===== config.mk =====
export PLATFORM = sky130hd
export DESIGN_NAME = regfile_wr_arb_flat
export DESIGN_NICKNAME = d
export VERILOG_FILES = /design/src/rtl/regfile_wr_arb_if.sv /design/src/rtl/regfile_wr_arb.sv /design/src/flat_wrapper.sv
export SDC_FILE = /design/constraint.sdc
export NUM_CORES = 1
export LEC_CHECK = 0
export BUFFER_PORTS_ARGS = -buffer_cell sky130_fd_sc_hd__buf_4
export CELL_PAD_IN_SITES_DETAIL_PLACEMENT = 0
export CELL_PAD_IN_SITES_GLOBAL_PLACEMENT = 1
export CORE_MARGIN = 10
export CORE_UTILIZATION = 35
export DETAILED_ROUTE_END_ITERATION = 12
export PLACE_DENSITY_LB_ADDON = 0.1
export SLEW_MARGIN = 20
export SYNTH_ARGS = -nofsm -noshare
export SYNTH_HDL_FRONTEND = slang
export SYNTH_SLANG_ARGS = --single-unit

===== constraint.sdc =====
create_clock -name clk -period 1.9 [get_ports clk]
set_input_delay 0.285 -clock clk [delete_from_list [all_inputs] [get_ports clk]]
set_output_delay 0.285 -clock clk [all_outputs]
set_load 0.02 [all_outputs]

===== src/rtl/regfile_wr_arb_if.sv =====
`default_nettype none
// ============================================================================
// Module      : regfile_wr_arb_if
// Description : Bundle of the pipeline write-back port, the multi-cycle unit
//               write port and the arbitrated register-file write port.
// Revision    : 1.0 - initial release
// ============================================================================
interface regfile_wr_arb_if;
  // Pipeline write-back side (no backpressure)
  logic        p_we;
  logic [4:0]  p_waddr;
  logic [31:0] p_wdata;
  // Multi-cycle unit side (valid/ready)
  logic        m_valid;
  logic [4:0]  m_waddr;
  logic [31:0] m_wdata;
  logic        m_ready;
  // Register file write port
  logic        we;
  logic [4:0]  waddr;
  logic [31:0] wdata;
  // Pipeline control / status
  logic        stall_req;
  logic        pend_valid;
  logic [4:0]  pend_addr;
  logic        overrun;

  modport master (
    output p_we, p_waddr, p_wdata,
    output m_valid, m_waddr, m_wdata,
    input  m_ready,
    input  we, waddr, wdata,
    input  stall_req, pend_valid, pend_addr, overrun
  );

  modport slave (
    input  p_we, p_waddr, p_wdata,
    input  m_valid, m_waddr, m_wdata,
    output m_ready,
    output we, waddr, wdata,
    output stall_req, pend_valid, pend_addr, overrun
  );
endinterface
`default_nettype wire


===== src/rtl/regfile_wr_arb.sv =====
`default_nettype none
// ============================================================================
// Module      : regfile_wr_arb
// Description : Register-file write arbiter. The pipeline write-back always
//               wins; a single-entry holding register buffers a multi-cycle
//               unit write until a free cycle. Sustained starvation of the
//               held entry raises a registered stall request to the pipeline.
// Revision    : 1.0 - initial release
// ============================================================================
module regfile_wr_arb #(
  parameter int unsigned STARVE_MAX = 4
) (
  input  logic            clk,
  input  logic            rst,
  regfile_wr_arb_if.slave bus
);

  typedef enum logic [1:0] {
    ST_IDLE  = 2'd0,
    ST_PEND  = 2'd1,
    ST_FORCE = 2'd2
  } state_t;

  // Denial count at which the next denial forces a stall
  localparam logic [3:0] C_CNT_LAST = 4'(STARVE_MAX - 1);

  state_t      r_state;
  state_t      w_state_nxt;
  logic [3:0]  r_cnt;
  logic [3:0]  w_cnt_nxt;

  logic        r_hv;
  logic [4:0]  r_ha;
  logic [31:0] r_hd;
  logic        r_overrun;

  logic        w_p_act;
  logic        w_m_ready;
  logic        w_capture;
  logic        w_grant;

  logic        w_we;
  logic [4:0]  w_waddr;
  logic [31:0] w_wdata;

  // Reset gates the combinational outputs so nothing escapes while rst is low,
  // even if the pipeline keeps p_we asserted.
  assign w_p_act   = rst & bus.p_we & (bus.p_waddr != 5'd0);
  assign w_m_ready = rst & ~r_hv;
  // A transfer to r0 completes the handshake but stores nothing.
  assign w_capture = bus.m_valid & w_m_ready & (bus.m_waddr != 5'd0);
  assign w_grant   = r_hv & ~w_p_act;

  // State and starvation counter register
  always_ff @(posedge clk or negedge rst) begin
    if (!rst) begin
      r_state <= ST_IDLE;
      r_cnt   <= 4'd0;
    end else begin
      r_state <= w_state_nxt;
      r_cnt   <= w_cnt_nxt;
    end
  end

  // Next-state logic: count denials of the held entry, force a stall at the limit
  always_comb begin
    w_state_nxt = r_state;
    w_cnt_nxt   = r_cnt;
    case (r_state)
      ST_IDLE: begin
        w_cnt_nxt = 4'd0;
        if (w_capture) begin
          w_state_nxt = ST_PEND;
        end
      end
      ST_PEND: begin
        if (w_grant) begin
          w_state_nxt = ST_IDLE;
          w_cnt_nxt   = 4'd0;
        end else if (r_cnt == C_CNT_LAST) begin
          w_state_nxt = ST_FORCE;
          w_cnt_nxt   = r_cnt + 4'd1;
        end else begin
          w_cnt_nxt   = r_cnt + 4'd1;
        end
      end
      ST_FORCE: begin
        // Counter saturates here; only a grant leaves FORCE.
        if (w_grant) begin
          w_state_nxt = ST_IDLE;
          w_cnt_nxt   = 4'd0;
        end
      end
      default: begin
        w_state_nxt = ST_IDLE;
        w_cnt_nxt   = 4'd0;
      end
    endcase
  end

  // Holding register: capture an accepted M write, drop it once granted
  always_ff @(posedge clk or negedge rst) begin
    if (!rst) begin
      r_hv <= 1'b0;
      r_ha <= 5'd0;
      r_hd <= 32'd0;
    end else if (w_capture) begin
      r_hv <= 1'b1;
      r_ha <= bus.m_waddr;
      r_hd <= bus.m_wdata;
    end else if (w_grant) begin
      // Clearing the address keeps pend_addr at zero while nothing is held.
      r_hv <= 1'b0;
      r_ha <= 5'd0;
      r_hd <= 32'd0;
    end
  end

  // Sticky overrun: the pipeline wrote back while it was told to freeze
  always_ff @(posedge clk or negedge rst) begin
    if (!rst) begin
      r_overrun <= 1'b0;
    end else if (bus.p_we && (r_state == ST_FORCE)) begin
      r_overrun <= 1'b1;
    end
  end

  // Write port mux: pipeline first, then the held entry, otherwise idle zeros
  always_comb begin
    w_we    = 1'b0;
    w_waddr = 5'd0;
    w_wdata = 32'd0;
    if (w_p_act) begin
      w_we    = 1'b1;
      w_waddr = bus.p_waddr;
      w_wdata = bus.p_wdata;
    end else if (r_hv) begin
      w_we    = 1'b1;
      w_waddr = r_ha;
      w_wdata = r_hd;
    end
  end

  assign bus.m_ready    = w_m_ready;
  assign bus.we         = w_we;
  assign bus.waddr      = w_waddr;
  assign bus.wdata      = w_wdata;
  assign bus.stall_req  = (r_state == ST_FORCE);
  assign bus.pend_valid = r_hv;
  assign bus.pend_addr  = r_hv ? r_ha : 5'd0;
  assign bus.overrun    = r_overrun;

endmodule
`default_nettype wire


===== src/flat_wrapper.sv =====
// flat-port wrapper written by rule: the top's interface ports become plain ports
module regfile_wr_arb_flat 
#(
  parameter int unsigned STARVE_MAX = 4
)
  (clk, rst, bus_p_we, bus_p_waddr, bus_p_wdata, bus_m_valid, bus_m_waddr, bus_m_wdata, bus_m_ready, bus_we, bus_waddr, bus_wdata, bus_stall_req, bus_pend_valid, bus_pend_addr, bus_overrun);
  regfile_wr_arb_if bus_i ();
  input  logic clk;
  input  logic rst;
  input wire logic [$bits(bus_i.p_we)-1:0] bus_p_we;
  input wire logic [$bits(bus_i.p_waddr)-1:0] bus_p_waddr;
  input wire logic [$bits(bus_i.p_wdata)-1:0] bus_p_wdata;
  input wire logic [$bits(bus_i.m_valid)-1:0] bus_m_valid;
  input wire logic [$bits(bus_i.m_waddr)-1:0] bus_m_waddr;
  input wire logic [$bits(bus_i.m_wdata)-1:0] bus_m_wdata;
  output wire logic [$bits(bus_i.m_ready)-1:0] bus_m_ready;
  output wire logic [$bits(bus_i.we)-1:0] bus_we;
  output wire logic [$bits(bus_i.waddr)-1:0] bus_waddr;
  output wire logic [$bits(bus_i.wdata)-1:0] bus_wdata;
  output wire logic [$bits(bus_i.stall_req)-1:0] bus_stall_req;
  output wire logic [$bits(bus_i.pend_valid)-1:0] bus_pend_valid;
  output wire logic [$bits(bus_i.pend_addr)-1:0] bus_pend_addr;
  output wire logic [$bits(bus_i.overrun)-1:0] bus_overrun;
  assign bus_i.p_we = bus_p_we;
  assign bus_i.p_waddr = bus_p_waddr;
  assign bus_i.p_wdata = bus_p_wdata;
  assign bus_i.m_valid = bus_m_valid;
  assign bus_i.m_waddr = bus_m_waddr;
  assign bus_i.m_wdata = bus_m_wdata;
  assign bus_m_ready = bus_i.m_ready;
  assign bus_we = bus_i.we;
  assign bus_waddr = bus_i.waddr;
  assign bus_wdata = bus_i.wdata;
  assign bus_stall_req = bus_i.stall_req;
  assign bus_pend_valid = bus_i.pend_valid;
  assign bus_pend_addr = bus_i.pend_addr;
  assign bus_overrun = bus_i.overrun;
  regfile_wr_arb #(.STARVE_MAX(STARVE_MAX)) u_core (.clk(clk), .rst(rst), .bus(bus_i));
endmodule

==> results of run 1 <==
## timing repair
item	CTS	global route
pin swaps	1	2
cloned	2	3
endpoints found under the setup margin	38	36
resized for setup	3	41
buffers inserted	0	13
## critical path: cells and delay by family, from the launching register on
kind | cells | cell delay (ps)
flip-flops | 1 | 390
buffers and inverters | 3 | 440
AO/OA/AOI/OAI | 2 | 480
## worst max-delay path by stage
stage / to / slack, ps / from / cells past startpoint
2_1_floorplan: bus_waddr[2] / 40 / bus_p_waddr[0] / 5
3_5_place_dp: bus_waddr[0] / -350 / bus_p_waddr[0] / 6
3_3_place_gp: bus_waddr[1] / -340 / bus_p_waddr[0] / 6
4_1_cts: bus_wdata[15] / -30 / u_core.bus.pend_valid / 5
6_report: bus_wdata[20] / -1 / u_core.bus.pend_valid / 5
5_1_grt: bus_wdata[26] / -70 / u_core.bus.pend_valid / 5
## power by group through the flow
stage	clock, mW	combinational, mW	sequential [mW]
2_1_floorplan	0	0.566	1.22
3_3_place_gp	0	0.944	1.24
3_5_place_dp	0	0.953	1.24
4_1_cts	0.601	0.973	1.22
5_1_grt	0.647	1.17	1.24
6_report	0.583	1.08	1.22
## kinds of logic after synthesis
| logic type | synth area share |
|---|---|
| buf+inv | 0.104 |
| mux | 0.0205 |
| simple gates | 0.0530 |
| fa+ha+maj | 0.00465 |
| compound gates | 0.399 |
| flops | 0.419 |
## registers in the layout, summed over array words and instances, names as in the netlist
| signal | cells |
|---|---|
| u_core.r_hd | 32 |
| u_core.bus.pend_valid | 1 |
| u_core.bus.overrun | 1 |
| u_core.r_state | 2 |
| u_core.r_cnt | 4 |
| u_core.r_ha | 5 |
## routing by layer
layer	up-vias	GRT usage
met1	1295	0.204
met4	0	0.0334
met3	9	0.0521
li1	1234	-
met2	80	0.243
met5	-	0
## cell type report
| type | count | share of cell area |
|---|---|---|
| repair buffers | 156 | 0.331 |
| flip-flops and latches | 45 | 0.267 |
| clock buffers | 6 | 0.0172 |
| well taps | 99 | 0.0294 |
| inverters | 35 | 0.0312 |
| multi-input cells | 150 | 0.321 |
| clock inverters | 2 | 0.00237 |
## synth_stat cells, drive strengths merged, types with 2 or more instances
master  count  area, sq um
a31oi       2         12.5
inv        35          131
o211ai     32          240
nand2       3         11.3
a22o       32          280
a21o        2         15.0
nand3       4         20.0
dfrtp      45         1130
mux2        4         45.0
and2        4         25.0
o31ai      32          385
a32o        5         50.1
nor2b       3         18.8
clkbuf     18         67.6
o21ai       4         23.8
nor2        4         15.0
a21oi       2         10.0
buf        11         80.1
## per-stage QoR
| stage | util | hold slack [ps] | worst slack [ps] | cells | setup TNS [ps] |
|---|---|---|---|---|---|
| floorplan | - | -10.6 | 40.4 | 257 | 0 |
| global placement | 0.510 | 444 | -337 | 467 | -7170 |
| detailed placement | 0.510 | 452 | -354 | 467 | -7660 |
| CTS | 0.526 | 217 | -32.6 | 477 | -600 |
| global route | 0.572 | 214 | -72.2 | 493 | -1710 |
| finish | 0.572 | 213 | -1.08 | 493 | -1.46 |
==> impl_metrics.toml, run 1 <==
[sta]
rsz0062_at_grt = "yes"
setup_slack_ps = -1.08
setup_viol = 2
tightestPinTransition_ps = 777
fmax_ghz = 0.526
drv_slew = 0
skew_ps = 7.42
slew_headroom = 0.482
timing_hold_violations_final = 0
period_needed_ps = 1900
period_share = 1.00

[power]
pwr-share-comb = 0.374
swShare = 0.331
ir_worst_vdd_mv = 0.295
p_int_mw = 1.93
power.switching_mw = 0.955
seq_power_share = 0.424
finalPower_mw = 2.88
pwr_density_cell_nw_per_um2 = 684
leakagePower_nw = 1.98
p_clk_frac = 0.202

[setup_path]
cp.arrival_ps = 1620
r2r-end = "u_core.r_hd[1]"
required_ps = 1620
crit_top_cell = "buf_6"
ff2ff_setup_slack_ps = 270
cpMaxStageDelayCell = "dfrtp_1"
crit_path_cell_trace = "buf_6 > a31o_4 > clkbuf_16 > a22o_1 > buf_6"
start_kind = "flop"
r2r_cells = 4
crit_path_max_incr_delay_ps = 390
critical_path_class = "reg -> out"
reg2reg_from = "u_core.bus.pend_valid"
crit_path_end_kind = "primary output"
worstPathMaxFanout = 7

[global_routing]
grt_overflow = 0
grt_pass1_vias = 2685
grtUsageTotal = 0.156
grt_pass1_wl_mm = 14.6
antenna_found_initial = 0
grt_max_degree = 48

[finish]
fin_nets = 472
areaGrowthSynthToFinish_pct = 56.8
postLayoutCellArea_sq_um = 4220
drive_gt1_frac = 0.528
multi_input_area_sq_um = 1360
regArea_sq_um = 1130
n_antenna_cell = 0
nFillCells = 667
final_cell_mix = "115 x buf_4, 45 x dfrtp_1, 35 x inv_1, 34 x buf_6"
final_common_cell = "buf_4"

[synthesis]
synth_ff_type = "dfrtp_1"
synth_enable_flop_cells = 0
yosysSeqAreaShare = 0.419
async_reset_ff_frac = 1.00
synth_area_sq_um = 2690
synthCells = 257
avgSynthCellArea_sq_um = 10.5
yosys_warnings = 0
synth_nets = 336
synth_cell_types = 36
ys_ff_latch = 45

[route]
detail_route.iter0.violations = 104
wl_mm = 9.67
firstDrtPassIters = 4
drc = 0
highest_layer = "met4"
via_count = 2618
antenna_left = 0
wl_met2_mm = 4.68
wl_per_cell_um = 19.6
drt-met1-wl_mm = 4.34
via_per_inst = 5.31
wl_met3_um = 580

[floorplan]
rows = 31
dieArea_sq_um = 11600
core_region_area_sq_um = 7370
die_w_um = 108
num_io_pins = 125
chipHeight_um = 108
initial_core_util = 0.365

[cts]
clkTransAtPathRegs_ps = 80
cts_buffers = 5
postCtsHoldBufs = 0
clock_sinks = 45
cts_buffer_depth = 2
h-tree-depth = 2
cts-root-buf = "clkbuf_8"
clk_latency_ps = 300
cts_tree = "built"

[placement]
place_area_sq_um = 3760
globalplace.congestion = 0.798
port_buffers = 124
dp_hpwl_mm = 6.33

[status]
status = "complete, but fails checks"
violations = "setup timing"

[min_path]
worstHoldPathType = "in -> async"

[flow_run]
maxCapViolCount = 0
Note: power is estimated with default switching activity, not from simulation.
==> run 2: changes to the inputs <==
--- a/config.mk
+++ b/config.mk
@@ -9,7 +9,8 @@
 export CELL_PAD_IN_SITES_DETAIL_PLACEMENT = 0
 export CELL_PAD_IN_SITES_GLOBAL_PLACEMENT = 1
 export CORE_MARGIN = 10
-export CORE_UTILIZATION = 35
+export CORE_UTILIZATION = 36
+export CTS_BUF_LIST = sky130_fd_sc_hd__clkbuf_4
 export DETAILED_ROUTE_END_ITERATION = 12
 export PLACE_DENSITY_LB_ADDON = 0.1
 export SLEW_MARGIN = 20
==> impl_metrics.toml, run 2 (synthesis gave the netlist of run 1 again) <==
[global_routing]
grt_overflow = 0
antenna_found_initial = 0
grt_pass1_wl_mm = 14.2
grtUsageTotal = 0.151
grt_pass1_vias = 2760
grt_max_degree = 34

[setup_path]
required_ps = 1620
crit_path_end_kind = "primary output"
cpMaxStageDelayCell = "dfrtp_1"
cp-startpoint = "u_core.bus.pend_valid"
crit_path_cell_trace = "a21boi_4 > a31o_4 > buf_12 > a22o_1 > buf_6"
critical_path_class = "reg -> out"
cp.arrival_ps = 1660
worstPathMaxFanout = 18
crit_path_max_incr_delay_ps = 420
reg2reg_from = "u_core.bus.pend_valid"
start_kind = "flop"

[finish]
fin_util = 0.578
fin_nets = 467
final_common_cell = "buf_4"
n_antenna_cell = 0
largest_register_ffs = 32
final_cell_mix = "105 x buf_4, 45 x dfrtp_1, 39 x buf_6, 35 x inv_1"
drive_gt1_frac = 0.524
finalNonFillerCells = 488
top_regs = "u_core.r_hd x32, u_core.r_ha x5, u_core.r_cnt x4"
top_register = "u_core.r_hd"
areaGrowthSynthToFinish_pct = 55.9

[route]
drc = 0
detail_route.iter0.violations = 152
via_per_inst = 5.26
via_count = 2569
firstDrtPassIters = 6
antenna_left = 0
wl_mm = 8.81
wl_per_cell_um = 18.1

[floorplan]
dieArea_sq_um = 11300
rows = 31
core_region_area_sq_um = 7250
initial_core_util = 0.371
num_io_pins = 125
chipHeight_um = 106
die_w_um = 106

[power]
swShare = 0.323
power.switching_mw = 0.940
ir_worst_vdd_mv = 0.332
p_clk_frac = 0.216
leakagePower_nw = 1.97
pwr-share-comb = 0.364
p_int_mw = 1.97
seq_power_share = 0.419
finalPower_mw = 2.91
pwr_density_cell_nw_per_um2 = 693

[sta]
timing_hold_violations_final = 0
drv_slew = 0
rsz0062_at_grt = "yes"
tightestPinTransition_ps = 685
period_needed_ps = 1950
slew_headroom = 0.542
setup_viol = 32
period_share = 1.03
hold_slack_ps = 145
setup_slack_ps = -48.0
skew_ps = 21.4
fmax_ghz = 0.513

[placement]
globalplace.congestion = 0.758
dp_hpwl_mm = 6.26
port_buffers = 124
dpl.cell_count = 467

[cts]
cts_buffer_depth = 2
clk_latency_ps = 370
clkTransAtPathRegs_ps = 140
cts_buffers = 5
h-tree-depth = 2
cts-root-buf = "clkbuf_4"
cts_tree = "built"
clock_sinks = 45

[flow_run]
maxCapViolCount = 0

[min_path]
holdCritStartpoint = "bus_m_waddr[3]"
worstHoldPathType = "in -> reg"

[status]
status = "complete, but fails checks"
violations = "setup timing"
[run 2: changes by cell type in the layout (fill, tap and decap cells not counted), moves of 4 or more]
cell	change
and2_4	+4
clkbuf_8	-5
buf_4	-10
buf_6	+5
clkbuf_4	+6
and2_1	-4
[run 2: critical path, delay by kind of cell, from the launching register on]
kind                   cells  cell delay [ps]
AO/OA/AOI/OAI              3              590
flip-flops                 1              420
buffers and inverters      2              290
[run 2: final timing paths]
| path | slack [ps] | cells after the start | endpoint |
|---|---|---|---|
| max | -50 | 5 | bus_wdata[14] |
| min | 140 | 2 | u_core.r_ha[3] |
| max reg2reg | 90 | 6 | u_core.r_hd[29] |
| min reg2reg | 470 | 1 | u_core.bus.overrun |
| max in group asynchronous | 830 | 3 | u_core.r_cnt[0] |
| min in group asynchronous | 530 | 4 | u_core.r_cnt[3] |
[run 2: area by class of cell]
type                       count  area (sq um)
clock buffer                   6          45.0
timing repair buffer         152          1390
fill                         654          3060
inverter                      35           131
multi-input combinational    149          1340
tap                           99           124
clock inverter                 2          38.8
sequential                    45          1130
[run 2: power by group through the flow]
stage                     Clock (mW)  Combinational, mW  Sequential, mW
final                          0.629               1.06            1.22
after global routing           0.684               1.16            1.24
after CTS                      0.639               1.06            1.22
after detailed placement           0              0.953            1.24
after global placement             0              0.945            1.24
after floorplan                    0              0.566            1.22
[run 2: through the flow]
step | TNS [ps] | area [sq um] | worst slack [ps]
global placement | 0 | 3770 | 122
finish | -979 | 4190 | -48.0
CTS | -1890 | 4140 | -69.7
floorplan | 0 | 2690 | 40.4
global route | -3160 | 4190 | -122
detailed placement | 0 | 3770 | 110
[run 2: repair_timing]
action / CTS / global route
hold endpoints to repair: 45 / 0
endpoints found under the setup margin: 32 / 76
resized for setup: 41 / 11
pin swaps: 1 / 3
cloned: 2 / 1
hold buffers: 3 / 0
setup buffers: 4 / 3
[run 2: routing by layer]
layer / GRT usage / vias to the layer above / part of all wire
met2: 0.247 / 91 / 0.49
li1: - / 1225 / -
met5: 0 / - / 0
met1: 0.187 / 1248 / 0.43
met3: 0.0537 / 5 / 0.079
met4: 0.0338 / 0 / 0.0043
==> run 3: changes to the inputs <==
--- a/config.mk
+++ b/config.mk
@@ -5,11 +5,12 @@
 export SDC_FILE = /design/constraint.sdc
 export NUM_CORES = 1
 export LEC_CHECK = 0
+export ABC_AREA = 1
 export BUFFER_PORTS_ARGS = -buffer_cell sky130_fd_sc_hd__buf_4
 export CELL_PAD_IN_SITES_DETAIL_PLACEMENT = 0
 export CELL_PAD_IN_SITES_GLOBAL_PLACEMENT = 1
 export CORE_MARGIN = 10
-export CORE_UTILIZATION = 36
+export CORE_UTILIZATION = 34
 export CTS_BUF_LIST = sky130_fd_sc_hd__clkbuf_4
 export DETAILED_ROUTE_END_ITERATION = 12
 export PLACE_DENSITY_LB_ADDON = 0.1
==> impl_metrics.toml, run 3 <==
[status]
status = "complete, no violations"

[sta]
skew_ps = 7.68
timing_hold_violations_final = 0
setup_viol = 0
slew_headroom = 0.610
fin_setup_tns_ps = 0
fmax_ghz = 0.557
tightestPinTransition_ps = 585
period_share = 0.946
drv_slew = 0
rsz0062_at_grt = "no"
period_needed_ps = 1800

[floorplan]
core_region_area_sq_um = 7690
dieArea_sq_um = 11800
die_w_um = 109
initial_core_util = 0.347
rows = 32
chipHeight_um = 109
num_io_pins = 125

[min_path]
worstHoldPathType = "in -> async"

[synthesis]
synth_enable_flop_cells = 0
yosysTopAreaCellShare = 0.422
ys_top_cells_by_count = "64 x nand2_1, 49 x o21ai_2, 47 x nand3_1, 45 x dfrtp_1, 44 x inv_1"
avgSynthCellArea_sq_um = 8.56
synth_ff_type = "dfrtp_1"
synth_cell_types = 27
synthCells = 312
synthMostInstantiatedCell = "nand2_1"
async_reset_ff_frac = 1.00
yosys_warnings = 0
synth_area_leader_cell = "dfrtp_1"
synth_area_sq_um = 2670
synth_nets = 391
ys_ff_latch = 45
synth_area_leaders = "dfrtp_1 42%, o21ai_2 16%, nand2_1 9.0%"
yosysSeqAreaShare = 0.422

[placement]
globalplace.congestion = 0.755
place_area_sq_um = 3620
port_buffers = 124
dp_hpwl_mm = 6.14
dpl.cell_count = 528

[finish]
finalNonFillerCells = 536
final_common_cell = "buf_4"
top_register = "u_core.r_hd"
n_antenna_cell = 0
fin_nets = 513
largest_register_ffs = 32
nFillCells = 792
postLayoutCellArea_sq_um = 3690
top_regs = "u_core.r_hd x32, u_core.r_ha x5, u_core.r_cnt x4"
areaGrowthSynthToFinish_pct = 38.3
drive_gt1_frac = 0.459
multi_input_area_sq_um = 1230
final_cell_mix = "131 x buf_4, 64 x nand2_1, 49 x o21ai_2, 47 x nand3_1"
regArea_sq_um = 1130

[route]
wl_mm = 8.32
drc = 0
detail_route.iter0.violations = 85
highest_layer = "met4"
via_per_inst = 4.63
antenna_left = 0
wl_met2_mm = 4.13
via_count = 2479
wl_per_cell_um = 15.5
drt-met1-wl_mm = 3.40
firstDrtPassIters = 4
wl_met3_um = 725

[cts]
cts_buffer_depth = 2
cts_tree = "built"
cts_setup_buffers = 0
h-tree-depth = 2
cts-root-buf = "clkbuf_4"
clkTransAtPathRegs_ps = 130
clock_sinks = 45
clk_latency_ps = 340
cts_buffers = 5

[power]
pwr_density_cell_nw_per_um2 = 707
leakagePower_nw = 1.87
ir_worst_vdd_mv = 0.304

[setup_path]
required_ps = 1620
worstPathMaxFanout = 8
cpMaxStageDelayCell = "dfrtp_2"
critical_path_class = "reg -> out"
start_kind = "flop"
cp.arrival_ps = 1510
reg2reg_from = "u_core.bus.pend_valid"
crit_path_max_incr_delay_ps = 580
crit_path_cell_trace = "buf_4 > nand2_1 > inv_1 > nand2_1 > o21ai_0 > buf_4"
ff2ff_setup_slack_ps = 330
cp-startpoint = "u_core.bus.pend_valid"
crit_path_end_kind = "primary output"

[global_routing]
antenna_found_initial = 0
grt_pass1_wl_mm = 12.6
grtUsageTotal = 0.133
grt_max_degree = 47
grt_pass1_vias = 2425
grt_overflow = 0

[flow_run]
maxCapViolCount = 0
[run 3: per-stage QoR]
| step | setup WS, ps | utilization | total power [mW] | hold slack, ps |
|---|---|---|---|---|
| 2_1_floorplan | 364 | - | 1.83 | -10.6 |
| 3_3_place_gp | 227 | 0.471 | 2.19 | 443 |
| 3_5_place_dp | 210 | 0.471 | 2.20 | 450 |
| 4_1_cts | 64.8 | 0.478 | 2.65 | 50.9 |
| 5_1_grt | 1.06 | 0.480 | 2.81 | 77.6 |
| 6_report | 103 | 0.480 | 2.61 | 42.1 |
[run 3: what timing repair did]
action / CTS / global route
hold endpoints to repair: 0 / 0
gates resized for setup: 1 / 1
gates cloned: 0 / 1
setup endpoints to repair: 32 / 7
hold buffers: 0 / 0
pin swaps: 0 / 1
[run 3: final cells by class]
cell class,instances,share of cell area
well taps,102,0.0346
repair buffers,131,0.266
multi-input cells,204,0.332
flip-flops and latches,45,0.305
clock inverters,1,0.00102
inverters,47,0.0488
clock buffers,6,0.0122
[run 3: critical path, delay by kind of cell, from the launching register on]
kind            cells  cell delay, ps
compound gates      1              70
buf+inv             3             430
flops               1             580
simple gates        2             100
[run 3: logic make-up (layout without fill, tap and decap cells)]
family                   count (synthesis)  count (layout)  synth area share
buffers and inverters                   64             185             0.127
flip-flops                              45              45             0.422
AND/OR/NAND/NOR                        126             127             0.231
XOR/XNOR                                 2               2           0.00656
AO/OA/AOI/OAI                           74              74             0.209
adder cells (fa/ha/maj)                  1               1           0.00469
[run 3: path summary, 6_finish.rpt]
kind                                               to  cells after the start
worst max-delay path                     bus_waddr[4]                      6
worst min-delay path                  u_core.r_hd[26]                      2
worst max register to register         u_core.r_hd[1]                      6
max in group asynchronous       u_core.bus.pend_valid                      2
worst min register to register     u_core.bus.overrun                      1
min in group clk                      u_core.r_hd[26]                      3
[run 3: where the power goes]
| part | leakage [nW] | internal (mW) | switching (mW) | total, mW |
|---|---|---|---|---|
| Combinational | 1.27 | 0.406 | 0.571 | 0.977 |
| Sequential | 0.578 | 1.12 | 0.0766 | 1.19 |
| Clock | 0.0292 | 0.149 | 0.292 | 0.441 |
| Total | 1.87 | 1.67 | 0.939 | 2.61 |
[run 3: per-layer routing]
metal  track usage  vias up
li1              -     1252
met1         0.160     1150
met2         0.225       72
met3        0.0490        5
met4        0.0282        0
met5             0        -
